[src/rtl/user_lookup.sv]
// User-credential lookup: scans a 1-cycle-latency ROM for the latched ID and reports hit/level.
// Optional consecutive-miss lockout is enabled with `define USER_LOOKUP_LOCKOUT_EN.
module user_lookup #(
    parameter int unsigned ID_W        = 4,
    parameter int unsigned LVL_W       = 2,
    parameter int unsigned DEPTH       = 16,
    parameter int unsigned ADDR_W      = 8,
    parameter int unsigned DEFAULT_LVL = 0,
    parameter int unsigned MAX_LVL     = 2,
    parameter int unsigned MAX_FAIL    = 3
) (
    input  logic                    clk_i,
    input  logic                    rst_i,
    input  logic [ID_W-1:0]         user_i,
    input  logic                    load_i,
    output logic [ADDR_W-1:0]       rom_addr_o,
    input  logic [ID_W+LVL_W-1:0]   rom_data_i,
    output logic                    busy_o,
    output logic                    done_o,
    output logic                    found_o,
    output logic [LVL_W-1:0]        level_o,
    output logic                    user_log_o,
    output logic                    locked_o
);

    typedef enum logic [1:0] {StIdle, StWait, StCmp, StDone} state_e;

    state_e             state_q, state_d;
    logic [ID_W-1:0]    user_q, user_d;
    logic [ADDR_W-1:0]  addr_q, addr_d;
    logic               found_q, found_d;
    logic [LVL_W-1:0]   level_q, level_d;
    logic               user_log_q, user_log_d;
    logic               locked;
    logic [ID_W-1:0]    rom_id;
    logic [LVL_W-1:0]   rom_lvl;

    assign rom_id  = rom_data_i[ID_W-1:0];
    assign rom_lvl = rom_data_i[ID_W+LVL_W-1:ID_W];

    always_comb begin
        state_d    = state_q;
        user_d     = user_q;
        addr_d     = addr_q;
        found_d    = found_q;
        level_d    = level_q;
        user_log_d = user_log_q;
        case (state_q)
            StIdle: begin
                if (load_i) begin
                    user_d  = user_i;
                    addr_d  = '0;
                    found_d = 1'b0;
                    level_d = LVL_W'(DEFAULT_LVL);
                    state_d = locked ? StDone : StWait;
                end
            end
            StWait: state_d = StCmp;
            StCmp: begin
                // End marker outranks an ID match, so an all-ones user never hits.
                if (rom_id == '1) begin
                    state_d = StDone;
                end else if (rom_id == user_q) begin
                    found_d = 1'b1;
                    level_d = (rom_lvl <= LVL_W'(MAX_LVL)) ? rom_lvl : LVL_W'(DEFAULT_LVL);
                    state_d = StDone;
                end else if (addr_q == ADDR_W'(DEPTH - 1)) begin
                    state_d = StDone;
                end else begin
                    addr_d  = addr_q + 1'b1;
                    state_d = StWait;
                end
            end
            StDone: begin
                user_log_d = 1'b1;
                addr_d     = '0;
                state_d    = StIdle;
            end
            default: state_d = StIdle;
        endcase
    end

    always_ff @(posedge clk_i) begin
        if (rst_i) begin
            state_q    <= StIdle;
            user_q     <= '0;
            addr_q     <= '0;
            found_q    <= 1'b0;
            level_q    <= LVL_W'(DEFAULT_LVL);
            user_log_q <= 1'b0;
        end else begin
            state_q    <= state_d;
            user_q     <= user_d;
            addr_q     <= addr_d;
            found_q    <= found_d;
            level_q    <= level_d;
            user_log_q <= user_log_d;
        end
    end

`ifdef USER_LOOKUP_LOCKOUT_EN
    localparam int unsigned FailW = $clog2(MAX_FAIL + 1);

    logic [FailW-1:0] fail_q, fail_d;
    logic             locked_q, locked_d;

    // Outcome of a lookup is final in StDone; update the saturating miss count there.
    always_comb begin
        fail_d   = fail_q;
        locked_d = locked_q;
        if (state_q == StDone) begin
            if (found_q) begin
                fail_d = '0;
            end else if (fail_q < FailW'(MAX_FAIL)) begin
                fail_d = fail_q + 1'b1;
            end
            if (!found_q && fail_d == FailW'(MAX_FAIL)) begin
                locked_d = 1'b1;
            end
        end
    end

    always_ff @(posedge clk_i) begin
        if (rst_i) begin
            fail_q   <= '0;
            locked_q <= 1'b0;
        end else begin
            fail_q   <= fail_d;
            locked_q <= locked_d;
        end
    end

    assign locked = locked_q;
`else
    // MAX_FAIL only matters when lockout is built in.
    logic unused_max_fail;
    assign unused_max_fail = ^MAX_FAIL;
    assign locked          = 1'b0;
`endif

    assign rom_addr_o = addr_q;
    assign busy_o     = (state_q != StIdle);
    assign done_o     = (state_q == StDone);
    assign found_o    = found_q;
    assign level_o    = level_q;
    assign user_log_o = user_log_q;
    assign locked_o   = locked;

endmodule

[config.mk]
export PLATFORM = sky130hd
export DESIGN_NAME = user_lookup
export DESIGN_NICKNAME = d
export VERILOG_FILES = /design/src/rtl/user_lookup.sv
export SDC_FILE = /design/constraint.sdc
export NUM_CORES = 1
export LEC_CHECK = 0
export CORE_MARGIN = 1
export CORE_UTILIZATION = 46
export DETAILED_ROUTE_END_ITERATION = 10
export GPL_TIMING_DRIVEN = 0
export PLACE_DENSITY = 0.78
export SYNTH_ARGS = -nofsm -noshare
export SYNTH_HDL_FRONTEND = slang
export SYNTH_SLANG_ARGS = --single-unit
[constraint.sdc]
create_clock -name clk_i -period 2.5 [get_ports clk_i]
set_clock_uncertainty 0.2 [all_clocks]
set_input_delay 0.75 -clock clk_i [delete_from_list [all_inputs] [get_ports clk_i]]
set_output_delay 0.75 -clock clk_i [all_outputs]
set_load 0.05 [all_outputs]
==> metrics.txt <==
CP bufs+invs=1; pre-CTS setup slack=-0.197 ns; DRC=0; Final Setup Violations=0; hold depth=2; Die X=47.6 um; Tcrit/Tclk final=0.982; M3 GR Usage=0.0264; worst vdd ir=338 uV; cells on worst reg2reg path=4; most frequent cells in the layout=18 x dfxtp_1, 18 x clkdlybuf4s50_1, 11 x a21oi_1; Hold Path Class=flip-flop to flip-flop; CTS tree=done; Comb power frac=0.295; area leader, netlist=dfxtp_1; # clock sinks=18; fraction of layout cells with a size suffix above 1=0.0828; total wire length=2200 um; Top FF cell, synth=dfxtp_1; routability cong.=approximately 0.78; via count=between 900 and 1000; antenna violations before repair=0; met2 Use GR=0.353; MaxCap Viol Count=0; htree depth=1; # rows=16; Int Power=around 430 uW; DR pass1 iterations=4; Clk pwr share=0.223; crit path max-delay cell type=clkdlybuf4s50_1; CP Capture Type=output pin; average size of a mapped cell=approximately 8.4 um2; Final #Nets=between 150 and 200; CP Class=flip-flop to output pin; GR met1 Demand/Resource=0.270; Tot GR Track Use=0.215; sequential share of power=0.482; WL/cell=12.8 um; Levels on crit path=1; post-route antenna net violation count=0; Lkg Pwr=between 0.5 and 0.6 nW; die span in y=between 40 and 50 um; PortBufs=26; pwr dens=roughly 500 nW/um2; setup ws final=between 0.04 and 0.05 ns; sw power=208 uW; post-synthesis register bit count=18; pin count of the biggest net entering global routing=11; Post-synth ARST share=0; area added between synthesis and finish=35.2%; post-synth top area share=0.376; die area=about 2300 um2; Yosys cell types=32; grt ovf=0; ranking of synthesized cells by area=dfxtp_1 38%, a31oi_1 6.5%, a21oi_1 5.8%; I/O pin cnt=28; CP cell instances=clkdlybuf4s50_1; status=finished clean; relative slew slack=0.579; measured slew at the worst slew-check pin=slightly above 0.6 ns; Crit path required time=around 1.6 ns; Syn. warnings=0; Sw Share=0.324; crit-path max cell delay=a little over 0.8 ns; Worst-path clk slew=0.10 ns; RSZ-0062 raised after global routing=false; post-layout min period=2.45 ns; highest clock rate=407 MHz; number of buffers created by CTS=3; core footprint=~2000 um2; Cell Area, Synth=~960 um2; Pwr Total=~640 uW; post-synthesis cell count=around 110; first-pass GRT wire length=about 3400 um; CTS Buffer Depth=2; Root Buffer=clkbuf_4; Top delay family on crit path=buffers and inverters; hpwl dp=roughly 1700 um; CP arrival=1.50 ns; antenna diode count=0; Hold Fails Final Rpt=0; Most Crowded Layer GR=met2; Vias/cell=approximately 5.6; vias in the first global route=approximately 840; Slew Viols, Final=0; Starting Density=0.488; Post-synth EDFFs=0; initial detailed-routing violation count=24; post-synth net total=131; clock latency on the worst-skew pair=about 0.29 ns; register area share after synthesis=0.376; CP startpoint kind=flip-flop; crit-path max FO=4
-- registers in the layout, indices dropped and copies added (netlist names) --
| name | flops |
|---|---|
| rom_addr_o | 8 |
| user_q | 4 |
| level_o | 2 |
| state_q | 2 |
| found_o | 1 |
| user_log_o | 1 |
-- stage by stage --
step	setup TNS, ns	util	cells	hold slack [ns]	area [um2]
CTS	0	0.649	170	0.276	1270
floorplan	0	-	114	0.249	957
global placement	-1.09	0.638	167	0.258	1250
detailed placement	-1.28	0.638	167	0.262	1250
global route	0	0.659	172	0.297	1290
finish	0	0.659	172	0.273	1290
-- kinds of logic after synthesis --
group / share of synthesized area
other: 0.00392
AOI/OAI and AO/OA: 0.238
DFF: 0.376
and+or+nand+nor: 0.226
adders and majority gates: 0.0523
buffers and inverters: 0.0667
xor gates and xnor gates: 0.0366
-- cell usage after synthesis (2+ instances only) --
| cell type | n |
|---|---|
| ha_1 | 4 |
| nand2b_1 | 2 |
| nand2_1 | 10 |
| o21a_1 | 2 |
| buf_4 | 2 |
| inv_1 | 6 |
| a21oi_1 | 11 |
| buf_6 | 2 |
| o21ai_0 | 4 |
| nor2_1 | 5 |
| nor3_1 | 3 |
| nand3_1 | 8 |
| and3_1 | 3 |
| o221ai_1 | 2 |
| nand4b_1 | 2 |
| nand4_1 | 3 |
| xnor2_1 | 4 |
| a31oi_1 | 10 |
| dfxtp_1 | 18 |
-- path summary, 6_finish.rpt --
path / endpoint / slack (ns) / startpoint
setup reg to reg: rom_addr_o[4] / 0.45 / rom_addr_o[7]
hold / removal: user_q[0] / 0.27 / user_q[0]
setup / recovery: rom_addr_o[7] / 0.05 / rom_addr_o[7]
hold reg to reg: user_q[0] / 0.27 / user_q[0]
-- power by group through the flow --
stage | clock [mW] | combinational (mW) | sequential (mW)
final | 0.143 | 0.189 | 0.309
after global placement | 0 | 0.186 | 0.315
after floorplan | 0 | 0.126 | 0.320
after global routing | 0.157 | 0.207 | 0.311
after CTS | 0.143 | 0.188 | 0.309
after detailed placement | 0 | 0.188 | 0.316
-- final cells by class --
class	count	area, um2
plain buffers	5	41.3
clock buffers	3	22.5
fillers	188	668
inverters	6	22.5
multi-input cells	85	533
flip-flops and latches	18	360
well taps	27	33.8
repair buffers	28	280
-- routing by layer --
layer,wire (um),vias up
met5,0,-
met1,944,432
met4,60,0
met2,1060,40
met3,135,8
li1,-,482
-- timing repair --
action                                  4_1_cts  5_1_grt
hold buffers                                  0        0
endpoints found under the setup margin        3       12
pin swaps                                     0        1
buffers inserted                              0        2
gates resized for setup                       5        7
Power figures use the tool's default switching activity.
==> patch 1 (same settings) <==
Register the inputs `user_i`, `load_i` and `rom_data_i` before use, without a reset. The logic sees them one clock later.
--- a/src/rtl/user_lookup.sv
+++ b/src/rtl/user_lookup.sv
@@ -27,2 +27,12 @@
 
+    logic [ID_W-1:0] user_r;
+    logic load_q;
+    logic [ID_W+LVL_W-1:0] rom_data_q;
+
+    always_ff @(posedge clk_i) begin
+        user_r     <= user_i;
+        load_q     <= load_i;
+        rom_data_q <= rom_data_i;
+    end
+
     state_e             state_q, state_d;
@@ -37,4 +47,4 @@
 
-    assign rom_id  = rom_data_i[ID_W-1:0];
-    assign rom_lvl = rom_data_i[ID_W+LVL_W-1:ID_W];
+    assign rom_id  = rom_data_q[ID_W-1:0];
+    assign rom_lvl = rom_data_q[ID_W+LVL_W-1:ID_W];
 
@@ -49,4 +59,4 @@
             StIdle: begin
-                if (load_i) begin
-                    user_d  = user_i;
+                if (load_q) begin
+                    user_d  = user_r;
                     addr_d  = '0;
Formal check against the unedited RTL: not equivalent (a bounded check fails within 4 cycles, from zero or initial values and one cycle with rst_i high).
==> patch 1 against the unedited design <==
Routed wire length up 6.0%. Cell area up 21%. Worst hold slack worse by 4.3 ps. Synthesized cell count up 4.4%. Area after synthesis up 25%. Worst setup slack better by 15 ps. Maximum frequency up 0.62%. Sequential cell count up 11. Power up 56%. Highest routed layer unchanged.
==> patch 1: results (changes against the unedited design) <==
** STA
- The upper clock frequency limit came to 410 MHz (+0.62%).
- Worst-Margin Slew :: 498 ps (-126 ps)

** Logic synthesis
- Net count of the mapped netlist :: 133 (+1.5%)
- The sequential share of the synthesized area is 48.7% (+11 points).
- Cell variety after synth :: 42 (+31%)
- Area contributors post-synth :: sky130_fd_sc_hd__dfxtp_1 49%, sky130_fd_sc_hd__mux2i_1 5.0%, sky130_fd_sc_hd__a31oi_1 4.2%
- In the synthesized netlist, the cells that appear most often are 29 x sky130_fd_sc_hd__dfxtp_1, 10 x sky130_fd_sc_hd__nor2_1, 8 x sky130_fd_sc_hd__a31oi_1, 6 x sky130_fd_sc_hd__mux2i_1.
- The synthesized area per cell came to 10.0 um2 (+19%).

** Power
- The power share of the sequential group was 49.2% (+1.0 points).
- The share of total power in the clock network is 39.9% (+18 points).
- The power attributed to sequential cells came to 0.491 mW (+59%).
- The cell leakage power came to 0.646 nW (+11%).
- The net switching fraction of the power is 23.0% (-9.4 points).

** Drt
- The detailed-routing wirelength on met1 came to 972 um (+3.0%).
- Iter 0 DRT Violations :: 14 (-42%)
- The average vias per placed instance was 5.60 (+0.14%).
- Met3 wire length :: 125 um (-7.4%)

** Worst hold path
- The worst hold path begins at rom_data_q[4]$_DFF_P_.
- The worst hold path terminates at level_o[0]$_SDFFE_PP0P_.

** Finish
- The number of nets at the end of the flow is 166 (+1.2%).

** Critical path
- Critical path startpoint :: level_o[0]$_SDFFE_PP0P_
- The largest fanout on the critical path was 2 (-2).
- Critical R2R Capture :: rom_addr_o[6]$_SDFFE_PP0P_
- In this run the critical register-to-register path is launched from rom_addr_o[0]$_SDFFE_PP0P_.
- R2R Setup Slk :: 630 ps (+180 ps)

** GRT
- Met2 routing resource usage after global routing :: 35.0% (-0.32 points)
- The number of global-route vias before repair came to 905 (+7.4%).
- All-Layer GR Usage :: 20.1% (-1.4 points)
- The fraction of met3 tracks used by global routing was 8.62% (+6.0 points).
- The wire length of the first global-routing pass came to 3880 um (+13%).

** Clock tree
- The clock latency on the worst-skew pair came to 340 ps (+50 ps).
- The H-tree level count was 2 (+1).

** Place
- The post-place instance area came to 0.00149 mm2 (+19%).
- The detailed placer's ending HPWL is 1680 um (+1.5%).
- The routability-driven placement congestion ratio was 0.819 (+4.4%).
- The placement-stage worst setup slack was -329 ps (-132 ps).

** Run status
- The flow ran to the end, and the final reports show no timing, DRC or antenna violations.
patch 1: changes by cell type in the layout (fill, tap and decap cells not counted), sizes merged, moves of 5 or more:
cell          delta
a21oi            -8
dlymetal6s2s     -5
nor2             +5
dfxtp           +11
nand3            -6
mux2i            +6
dlygate4sd2      +6
nand2            -5
inv              -5
patch 1: layout make-up:
type	count	area [um2]
clock buffers	7	55.1
inverters	1	3.75
clock inverters	1	30.0
repair buffers	26	246
flip-flops and latches	29	581
plain buffers	5	32.5
multi-input cells	84	581
fillers	219	888
well taps	30	37.5
patch 1: cells by family (layout without fill, tap and decap cells):
group	count (synthesis)	in the layout	synth area share, %
other cells	1	1	0.314
mux	6	6	5.04
simple gates	46	46	23.9
buf+inv	6	40	3.04
compound gates	26	26	15.0
fa+ha+maj	1	1	1.05
xor+xnor	4	4	2.94
flops	29	29	48.7
patch 1: what timing repair did:
action | 4_1_cts | 5_1_grt
buffers inserted | 0 | 0
setup endpoints to repair | 10 | 4
gates resized for setup | 14 | 3
cloned | 0 | 0
==> patch 2 (config.mk and constraints unchanged) <==
Without the edit above. The option `USER_LOOKUP_LOCKOUT_EN` is turned on by a define.
--- a/src/rtl/user_lookup.sv
+++ b/src/rtl/user_lookup.sv
@@ -2,2 +2,4 @@
 // Optional consecutive-miss lockout is enabled with `define USER_LOOKUP_LOCKOUT_EN.
+`define USER_LOOKUP_LOCKOUT_EN
+
 module user_lookup #(
Check against the original RTL: same outputs for any inputs over 10 cycles, from zero or initial values and one cycle with rst_i high; that may be too few to reach the edited logic, so the function may still have changed.
==> patch 2 against the unedited design <==
Non-clock buffer count down 1. Count of clock-buffer cells in the layout up 1. Routed wire length up 10%. Sequential cell count up 3. Worst setup slack better by 20 ps. Cell area up 9.9%. Power up 4.6%. Area after synthesis up 16%. Worst hold slack better by 28 ps. Largest power group unchanged.
==> patch 2: results (changes against the unedited design) <==
** Run status
- The run finished with clean final reports.

** Drt
- Amount of wire on met2 after detailed routing :: 1160 um (+9.5%)
- Via-to-Cell Ratio :: 5.67 (+1.4%)
- The detailed-routing wirelength on met1 came to 1160 um (+23%).
- Vias after detailed routing :: 1,072 (+11%)

** Critical path
- In this run the critical register-to-register path is launched from user_q[3]$_SDFFE_PP0P_.
- The arrival time reported for the critical path endpoint was 1480 ps (-20 ps).
- The most critical setup path has its startpoint at locked_o$_SDFFE_PP0P_.

** Finish
- Post-layout nets :: 176 (+7.3%)
- The share of layout cells above drive strength 1 was 8.70% (+0.42 points).

** GRT
- The number of global-route vias before repair was 982 (+16%).
- The wire length of the first global-routing pass is 3980 um (+16%).

** Clock tree
- The quantity of gates resized following cts is 12 (+7).
- CTS clock-pin slew for the worst setup and hold paths :: 120 ps (+20 ps)

** Place
- Cell total after placement :: 185 (+11%)
- The post-place instance area is 0.00140 mm2 (+12%).
- The routability-driven placement congestion ratio is 0.896 (+14%).
- The placement-stage worst setup slack is -146 ps (+51.3 ps).
- Placed wire-length estimate after detailed placement :: 1840 um (+11%)

** Logic synthesis
- The commonest cells after synthesis are 21 x sky130_fd_sc_hd__dfxtp_1, 13 x sky130_fd_sc_hd__nor2_1, 7 x sky130_fd_sc_hd__a21oi_1, 7 x sky130_fd_sc_hd__nand2_1, 7 x sky130_fd_sc_hd__nor3_1.
- Gate count of the mapped netlist :: 131 (+15%)
- The net count after synthesis is 145 (+11%).
- Cell variety after synth :: 37 (+16%)
- Register area share after synthesis :: 38.0% (+0.36 points)

** Power
- Leak :: 0.591 nW (+1.1%)
- Sw Share :: 30.1% (-2.3 points)

** Worst hold path
- Hold wc startpoint :: user_log_o$_SDFFE_PP0P_

** STA
- Worst-Margin Slew :: 612 ps (-11.6 ps)
## patch 2: cell count changes in the layout (fill, tap and decap cells not counted), moves of 4 or more
cell	before	now
sky130_fd_sc_hd__o21ai_0	4	0
sky130_fd_sc_hd__dlygate4sd2_1	2	6
sky130_fd_sc_hd__a21oi_1	11	7
sky130_fd_sc_hd__mux2i_1	0	5
sky130_fd_sc_hd__xor2_1	0	4
sky130_fd_sc_hd__o21ai_1	0	6
sky130_fd_sc_hd__nor2_1	5	13
sky130_fd_sc_hd__o211ai_1	0	4
sky130_fd_sc_hd__xnor2_1	4	0
sky130_fd_sc_hd__nor3_1	3	7
sky130_fd_sc_hd__a31oi_1	10	6
## patch 2: final timing paths
kind | endpoint | slack [ps]
min reg2reg | user_log_o$_SDFFE_PP0P_ | 300
min | user_log_o$_SDFFE_PP0P_ | 300
max reg2reg | rom_addr_o[6]$_SDFFE_PP0P_ | 710
max | locked_o | 70
## patch 2: layout make-up
| class | instances | share of cell area, % |
|---|---|---|
| Multi-Input combinational cell | 98 | 44.9 |
| Sequential cell | 21 | 29.6 |
| Timing Repair Buffer | 26 | 17.8 |
| Tap cell | 28 | 2.46 |
| Clock buffer | 4 | 1.85 |
| Buffer | 6 | 1.85 |
| Inverter | 6 | 1.58 |
## patch 2: cell families (layout without fill, tap and decap cells)
logic type / count (synthesis) / in the layout / synth area share [%]
AO/OA/AOI/OAI: 32 / 32 / 20.8
adder cells (fa/ha/maj): 1 / 1 / 1.13
AND/OR/NAND/NOR: 56 / 56 / 28.1
XOR/XNOR: 4 / 4 / 3.17
multiplexers: 5 / 5 / 4.53
flip-flops: 21 / 21 / 38.0
buffers and inverters: 12 / 42 / 4.30
## patch 2: power by group through the flow
stage	combinational, mW	sequential, mW	clock, mW
6_report	0.147	0.360	0.162
4_1_cts	0.148	0.360	0.167
5_1_grt	0.157	0.363	0.185
3_3_place_gp	0.145	0.367	0
2_1_floorplan	0.0747	0.389	0
3_5_place_dp	0.149	0.368	0
## patch 2: layer usage
layer / up-vias / track usage [%]
li1: 546 / -
met2: 24 / 35.1
met3: 2 / 3.57
met5: - / 0
met4: 0 / 6.94
met1: 500 / 24.2
## patch 2: metrics by stage
stage | utilization, % | hold WS [ps]
finish | 63.6 | 302
global route | 63.6 | 318
CTS | 63.3 | 307
detailed placement | 62.7 | 288
global placement | 62.7 | 252
floorplan | - | 281
